==> config.mk <==
export PLATFORM = sky130hd
export DESIGN_NAME = main_scu_clk_en_requester
export DESIGN_NICKNAME = d
export VERILOG_FILES = /design/src/rtl/main_scu_clk_en_requester.sv
export SDC_FILE = /design/constraint.sdc
export NUM_CORES = 2
export LEC_CHECK = 0
export BUFFER_PORTS_ARGS = -buffer_cell sky130_fd_sc_hd__buf_2
export CAP_MARGIN = 20
export CORE_UTILIZATION = 45
export DETAILED_ROUTE_END_ITERATION = 8
export PLACE_DENSITY = 0.65
export SLEW_MARGIN = 20
export SYNTH_ARGS = -nofsm -noshare
export SYNTH_HDL_FRONTEND = slang
export SYNTH_SLANG_ARGS = --single-unit
==> constraint.sdc <==
create_clock -name kernel_clk_i -period 10.2 [get_ports kernel_clk_i]
set_clock_uncertainty 0.1 [all_clocks]
set_input_delay 1.53 -clock kernel_clk_i [delete_from_list [all_inputs] [get_ports kernel_clk_i]]
set_output_delay 1.53 -clock kernel_clk_i [all_outputs]
set_load 0.01 [all_outputs]
==> src/rtl/main_scu_clk_en_requester.sv <==
// main_scu_clk_en_requester
// Initiator side of the SCU clock-enable set/clr/sta handshake. Each client
// gets its own small FSM that gates the client clock after a programmable
// number of idle cycles, wakes it again on activity, and tracks whether the
// SCU status follows every set/clr pulse.
// Optional feature macro: SCU_CLK_REQ_ACK_TIMEOUT_EN adds the ack timers and
// the sticky ack_err_o bits. Without it the wait states wait indefinitely.
module main_scu_clk_en_requester #(
    parameter int p_client_num     = 32,
    parameter int p_idle_cnt_width = 16,
    parameter int p_ack_timeout    = 8
) (
    input  logic                        kernel_clk_i,
    input  logic                        resetn_i,
    input  logic [p_idle_cnt_width-1:0] cfg_idle_thresh_i,
    input  logic [p_client_num-1:0]     cfg_auto_gate_en_i,
    input  logic [p_client_num-1:0]     client_busy_i,
    input  logic [p_client_num-1:0]     client_wake_i,
    input  logic [p_client_num-1:0]     clk_en_sta_i,
    output logic [p_client_num-1:0]     clk_en_set_o,
    output logic [p_client_num-1:0]     clk_en_clr_o,
    output logic [p_client_num-1:0]     client_clk_rdy_o,
    output logic [p_client_num-1:0]     ack_err_o,
    input  logic                        err_clr_i
);

    typedef enum logic [2:0] {
        ST_SYNC     = 3'd0,
        ST_ON       = 3'd1,
        ST_CLR_WAIT = 3'd2,
        ST_OFF      = 3'd3,
        ST_SET_WAIT = 3'd4
    } state_t;

    state_t                      state_q    [p_client_num];
    logic [p_idle_cnt_width-1:0] idle_cnt_q [p_client_num];
    logic [p_idle_cnt_width-1:0] idle_inc   [p_client_num];
    logic [p_client_num-1:0]     act;
    logic [p_client_num-1:0]     set_q;
    logic [p_client_num-1:0]     clr_q;
    logic [p_client_num-1:0]     rdy_q;

`ifdef SCU_CLK_REQ_ACK_TIMEOUT_EN
    localparam int AckW = (p_ack_timeout > 2) ? $clog2(p_ack_timeout) : 1;
    localparam logic [AckW-1:0] AckLast = AckW'(p_ack_timeout - 1);

    logic [AckW-1:0]         ack_q [p_client_num];
    logic [p_client_num-1:0] err_q;
`endif

    // A client counts as active when it is busy, asks to wake, or when auto
    // gating is switched off for it (per client or globally via thresh 0).
    always_comb begin
        act = client_busy_i | client_wake_i | ~cfg_auto_gate_en_i
            | {p_client_num{cfg_idle_thresh_i == '0}};
    end

    // Saturating next value of each idle counter.
    always_comb begin
        for (int i = 0; i < p_client_num; i++) begin
            idle_inc[i] = (&idle_cnt_q[i]) ? idle_cnt_q[i] : idle_cnt_q[i] + 1'b1;
        end
    end

    // Per-client gating FSMs with registered pulse, ready and error outputs.
    always_ff @(posedge kernel_clk_i or negedge resetn_i) begin
        if (!resetn_i) begin
            for (int i = 0; i < p_client_num; i++) begin
                state_q[i]    <= ST_SYNC;
                idle_cnt_q[i] <= '0;
`ifdef SCU_CLK_REQ_ACK_TIMEOUT_EN
                ack_q[i]      <= '0;
`endif
            end
            set_q <= '0;
            clr_q <= '0;
            rdy_q <= '0;
`ifdef SCU_CLK_REQ_ACK_TIMEOUT_EN
            err_q <= '0;
`endif
        end else begin
            set_q <= '0;
            clr_q <= '0;
`ifdef SCU_CLK_REQ_ACK_TIMEOUT_EN
            if (err_clr_i) begin
                err_q <= '0;
            end
`endif
            for (int i = 0; i < p_client_num; i++) begin
                case (state_q[i])
                    ST_SYNC: begin
                        idle_cnt_q[i] <= '0;
                        if (clk_en_sta_i[i]) begin
                            state_q[i] <= ST_ON;
                            rdy_q[i]   <= 1'b1;
                        end else begin
                            state_q[i] <= ST_OFF;
                            rdy_q[i]   <= 1'b0;
                        end
                    end
                    ST_ON: begin
                        if (act[i]) begin
                            idle_cnt_q[i] <= '0;
                        end else if (idle_inc[i] >= cfg_idle_thresh_i) begin
                            clr_q[i]      <= 1'b1;
                            rdy_q[i]      <= 1'b0;
                            state_q[i]    <= ST_CLR_WAIT;
                            idle_cnt_q[i] <= '0;
`ifdef SCU_CLK_REQ_ACK_TIMEOUT_EN
                            ack_q[i]      <= '0;
`endif
                        end else begin
                            idle_cnt_q[i] <= idle_inc[i];
                        end
                    end
                    ST_CLR_WAIT: begin
                        if (!clk_en_sta_i[i]) begin
                            state_q[i] <= ST_OFF;
                        end
`ifdef SCU_CLK_REQ_ACK_TIMEOUT_EN
                        else if (ack_q[i] == AckLast) begin
                            err_q[i]   <= 1'b1;
                            state_q[i] <= ST_SYNC;
                        end else begin
                            ack_q[i] <= ack_q[i] + 1'b1;
                        end
`endif
                    end
                    ST_OFF: begin
                        if (act[i]) begin
                            set_q[i]   <= 1'b1;
                            state_q[i] <= ST_SET_WAIT;
`ifdef SCU_CLK_REQ_ACK_TIMEOUT_EN
                            ack_q[i]   <= '0;
`endif
                        end
                    end
                    ST_SET_WAIT: begin
                        if (clk_en_sta_i[i]) begin
                            state_q[i]    <= ST_ON;
                            rdy_q[i]      <= 1'b1;
                            idle_cnt_q[i] <= '0;
                        end
`ifdef SCU_CLK_REQ_ACK_TIMEOUT_EN
                        else if (ack_q[i] == AckLast) begin
                            err_q[i]   <= 1'b1;
                            state_q[i] <= ST_SYNC;
                        end else begin
                            ack_q[i] <= ack_q[i] + 1'b1;
                        end
`endif
                    end
                    default: begin
                        state_q[i] <= ST_SYNC;
                        rdy_q[i]   <= 1'b0;
                    end
                endcase
            end
        end
    end

    assign clk_en_set_o     = set_q;
    assign clk_en_clr_o     = clr_q;
    assign client_clk_rdy_o = rdy_q;

`ifdef SCU_CLK_REQ_ACK_TIMEOUT_EN
    assign ack_err_o = err_q;
`else
    // Error reporting is compiled out; err_clr_i is folded into a constant
    // zero so the port stays referenced.
    assign ack_err_o = {p_client_num{err_clr_i & 1'b0}};
`endif

endmodule

Word level (Yosys, flattened, before mapping). Index checks and enable logic that the tools add are counted.

Reduce and logical (&&, ||, !) cells: 225. $lt $le $gt $ge: 32. Mux-type cells: 704. Equal/unequal tests: 288. Add/subtract/negate cells: 32. Bitwise logic cells: 36.

Operators with widths (number): 2-to-1 mux 16 bit (128); one-hot mux 16 bit (3 select lines) (32); adder 16 x 1 -> 16 bit (second input constant) (32); >= comparator 16 bit (32); AND reduction 16 bit (32); 2-to-1 mux 3 bit (160); one-hot mux 3 bit (5 select lines) (32); inequality test 2 bit (second input constant) (160); 2-to-1 mux 1 bit (288); == test 3 x 2 -> 1 bit (second input constant) (64); AND reduction 5 bit (32); one-hot mux 1 bit (4 select lines) (32); AND reduction 4 bit (32); == test 3 x 1 -> 1 bit (second input constant) (32); == test 3 bit (second input constant) (32); logical NOT 3 bit (32); bitwise OR 32 bit (3); nonzero test 3 bit (32); 2-to-1 mux 2 bit (32); AND reduction 2 bit (32); OR reduction 2 bit (32); NOT 1 bit (32); NOT 32 bit (1); logical NOT 16 bit (1).

Input bits: 147. Logic and storage cells: 1415. Register bits: 704.

Longest topological paths before layout.
Word-level depth: 6. Mapped depth: 19. Depth with buffers taken out: 16.

Least setup slack after synthesis. No wires, ideal clock.

Kind: input to register. Start point: input port cfg_idle_thresh_i[9]. End point: register idle_cnt_q[24] (netlist bit). Path buffers: 1. Data required time: 10017 ps. Setup slack: 5875 ps. Arrival: 4142 ps. Library setup time: 83 ps. Stages on the path: 10. Cells stage by stage: inv_1 > ha_1 > and4_1 > a221oi_1 > a21oi_1 > a211o_1 > or3_1 > buf_2 > or3_1 > o21ai_0.

Word-level cells in the longest chain between the ends: 4. Elaborated cells on any way between the ends: 6. Those cells by class: order compare (1); mux (3); bitwise (1); reduce/logical (1).

Ends and longest elaborated chain: start: declaration (RTL line 15) `input logic [p_idle_cnt_width-1:0] cfg_idle_thresh_i,`; >= comparator 16 bit / logical NOT 16 bit (equally long branches) (RTL line 104, 55); 2-to-1 mux 16 bit / bitwise OR 32 bit (equally long branches) (RTL line 104, 55); 2-to-1 mux 16 bit * (RTL line 102) `if (act[i]) begin`; one-hot mux 16 bit (3 select lines) * (RTL line 90) `case (state_q[i])`; end signal: indexed assignment (RTL line 113) `idle_cnt_q[i] <= idle_inc[i];`; end: declaration (RTL line 36) `logic [p_idle_cnt_width-1:0] idle_cnt_q [p_client_num];`.

Mark *: on every way between the ends. The rest lies on a longest branch, timed or not. A chain may end at the register's enable or synchronous reset.

Final worst setup path.
Start point: register idle_cnt_q[16] (netlist bit). End point: register idle_cnt_q[31] (netlist bit).

Word-level cells in the longest chain between the ends: 6. Elaborated cells on any way between the ends: 7. Those cells by class: add/sub (1); order compare (1); mux (4); reduce/logical (1).

Ends and longest elaborated chain: adder 16 x 1 -> 16 bit / AND reduction 16 bit (equally long branches) (RTL line 61) `idle_inc[i] = (&idle_cnt_q[i]) ? idle_cnt_q[i] : idle_cnt_q[i] + 1'b1;`; 2-to-1 mux 16 bit * (RTL line 61); >= comparator 16 bit (RTL line 104) `end else if (idle_inc[i] >= cfg_idle_thresh_i) begin`; 2-to-1 mux 16 bit * (RTL line 104); 2-to-1 mux 16 bit * (RTL line 102); one-hot mux 16 bit (3 select lines) * (RTL line 90).

Marks and branches as above.

==> impl_metrics.ini <==
[cts]
cts_root_buf = clkbuf_16
ctsResizeCount = 0
clock-sinks = 704
path_clk_slew_ns = 0.06
hold_buffers = 0
cts_tree = yes
htree_levels = 3
cts_setup_buffers = 0
worstSkewPairLatency_ns = 0.69
clock_path_buffers = 3
cts_buffers = 89

[power_and_ir_drop]
irDropWorstVdd_mv = 0.118
p_leak_uw = 0.0283
power_density_nw_per_um2 = 132

[worst_setup_path]
cp.required_ns = 10.69
reg2reg_depth = 14
worstPathMaxFanout = 18
start_kind = flop
r2r_start = idle_cnt_q[16]$_DFFE_PN0P_
rr_endpoint = idle_cnt_q[31]$_DFFE_PN0P_
rrSetupSlack_ns = 5.25
cp-end-kind = flop
crit_arrival_ns = 5.44
critPathKind = flop to flop

[logic_synthesis]
syn_avg_cell_area_um2 = 8.59
synthCells = 6260
yosys_warnings = 0
synth_top_cell_area_share_pct = 32.8
synth-async-reset-ratio_pct = 100
synthFlopType = dfrtp_1
syn_area_um2 = 53800
ys_seq_elements = 704
seq_area_frac_synth_pct = 32.8
yosysTopAreaCell = dfrtp_1
synth_edf_count = 0
netlist_top_cells_area = dfrtp_1 (33%), ha_1 (13%), a21oi_1 (4.9%), nand2_1 (4.6%), nand3_1 (3.7%)
synth_cell_type_count = 101

[detailed_routing]
routedWlPerCell_um = 17.8
drt_first_pass_iters = 6
via_per_inst = 5.94
routed_wl_um = 143000
drc_errors = 0
num_vias = 47700
drt_iter0_drc = 3457
ant_nets = 0

[worst_hold_path]
hold_start = idle_cnt_q[233]$_DFFE_PN0P_
hold_path.class = flop to flop
holdPathStages = 1
holdPathEnd = idle_cnt_q[233]$_DFFE_PN0P_

[sta]
slew_viol_final = 0
hold_viol_final = 0
whs_ns = 0.392
setup_tns_ns = 0
fin_crit_sh_pct = 48.5
clock.fmax_ghz = 0.202
grt_setup_unrepaired = no
setup_slack_ns = 5.25
tightest_slew_ns = 1.16
finalCriticalPeriod_ns = 4.95
setup_violations = 0
relSlewSlack_pct = 22.5

[layout]
drive_above_1_share_pct = 9.27
syn2layout_area_growth_pct = 10.3
num-nets-final = 7105
fin_util_pct = 50.2
fin_area_um2 = 59300

[floorplan]
initial_core_util_pct = 45.5
die_w_um = 348
dieArea_um2 = 121000
die_h_um = 348
fp-row-count = 126
core_um2 = 118000
io_pins = 275

[grt]
track_usage_pct = 23.3
grt_pass1_wl_um = 232000
grt-ovfl-total = 0
grt_pass1_vias = 44600
grt_start_max_net_pins = 159
antenna_found_initial = 2

[run_status]
status = completed

[place]
placed_area_um2 = 56100
finalWeightedCongestion = 0.854
dpl.hpwl_um = 94500
dp_slack_ns = 4.56
io_buffers = 241

[run]
cap_viol_max_count = 0
-- layout make-up --
| cell class | instances | area [µm²] |
|---|---|---|
| Timing Repair Buffer | 284 | 1560 |
| Multi-Input combinational cell | 5161 | 34400 |
| Fill cell | 11100 | 58900 |
| Tap cell | 1536 | 1920 |
| Clock buffer | 130 | 2680 |
| Inverter | 174 | 661 |
| Sequential cell | 704 | 17600 |
| Antenna cell | 2 | 5.00 |
| Clock inverter | 33 | 487 |
-- stage by stage --
step	std cells	power [µW]
global placement	7858	4410
floorplan	6291	3980
global route	8022	8200
finish	8024	7820
CTS	8022	7920
detailed placement	7859	4440
-- cell usage after synthesis, drive strengths merged (40+ instances only) --
cell type / n
clkbuf: 119
ha: 544
nor2b: 53
nand2b: 135
a21oi: 523
nand4: 121
xor2: 99
a31oi: 207
inv: 174
nor3: 135
o21a: 115
nand2: 662
nor4: 40
a22o: 125
buf: 133
a21o: 140
and4: 64
nor2: 417
or2: 46
a211oi: 41
xnor2: 218
nand3: 403
o21ai: 286
dfrtp: 704
or3: 89
and3: 164
-- how the worst max path moves through the flow --
| stage | start | end | slack (ns) | depth (start not counted) |
|---|---|---|---|---|
| finish | idle_cnt_q[16]$_DFFE_PN0P_ | idle_cnt_q[31]$_DFFE_PN0P_ | 5.25 | 14 |
| global route | idle_cnt_q[22]$_DFFE_PN0P_ | idle_cnt_q[31]$_DFFE_PN0P_ | 4.89 | 14 |
| CTS | cfg_idle_thresh_i[0] | idle_cnt_q[456]$_DFFE_PN0P_ | 5.28 | 9 |
| detailed placement | cfg_idle_thresh_i[0] | idle_cnt_q[454]$_DFFE_PN0P_ | 4.56 | 9 |
| global placement | cfg_idle_thresh_i[0] | idle_cnt_q[80]$_DFFE_PN0P_ | 4.65 | 9 |
| floorplan | cfg_idle_thresh_i[9] | idle_cnt_q[24]$_DFFE_PN0P_ | 5.88 | 10 |
-- metal layers --
layer  GRT usage (%)  wire length [µm]  vias up
met5               0                 0        -
met4            6.01              3440        0
met3            2.77              6870      200
met2            37.4             64300     1085
met1            33.0             68400    22900
li1                -                 -    23500
-- where the power goes --
| part | switching, µW | total, µW | internal (µW) |
|---|---|---|---|
| Combinational | 799 | 1240 | 442 |
| Sequential | 206 | 3150 | 2950 |
| Clock | 1310 | 3430 | 2120 |
-- worst max-delay path: stages (launching register included) --
cell and delay, ns:
dfrtp_1 0.46, ha_1 0.24, nand3_1 0.26, or3_1 0.61, nand3_1 0.30, nor3_1 0.09
or2_2 0.30, ha_1 0.31, and4_1 0.20, a221oi_1 0.24, a21oi_1 0.11, a211o_1 0.31
nor3_2 0.94, o21ai_0 0.21, a21oi_1 0.19
-- sequential cells by signal, summed over array words and instances (netlist names) --
| signal | flops |
|---|---|
| client_clk_rdy_o | 32 |
| clk_en_clr_o | 32 |
| idle_cnt_q | 512 |
| state_q | 96 |
| clk_en_set_o | 32 |
-- cell usage in the layout (no fill, tap or decap), drive strengths merged, types with 32 or more instances in the layout --
master and count:
mux2i 36, a21o 140, o21a 115, o21ai 286, ha 544, nor2b 53
and3 164, and4 64, conb 32, xnor2 218, a211oi 41, a31oi 207
buf 284, mux2 33, nand2b 135, a22o 125, inv 171, a21oi 523
or2 46, nand2 662, nor2 417, or3 89, and2 39, nor4 40
nand4 121, dfrtp 704, nand3 403, xor2 99, nor3 135, clkbuf 130
-- cells by family after synthesis --
group	count (synthesis)	synth area share [%]
muxes	69	1.36
adders and majority gates	544	12.7
buffers and inverters	426	3.56
and+or+nand+nor	2471	23.6
other	1	0.00698
xor gates and xnor gates	317	5.16
DFF	704	32.8
AOI/OAI and AO/OA	1728	20.9
Note: power is estimated with default switching activity, not from simulation.
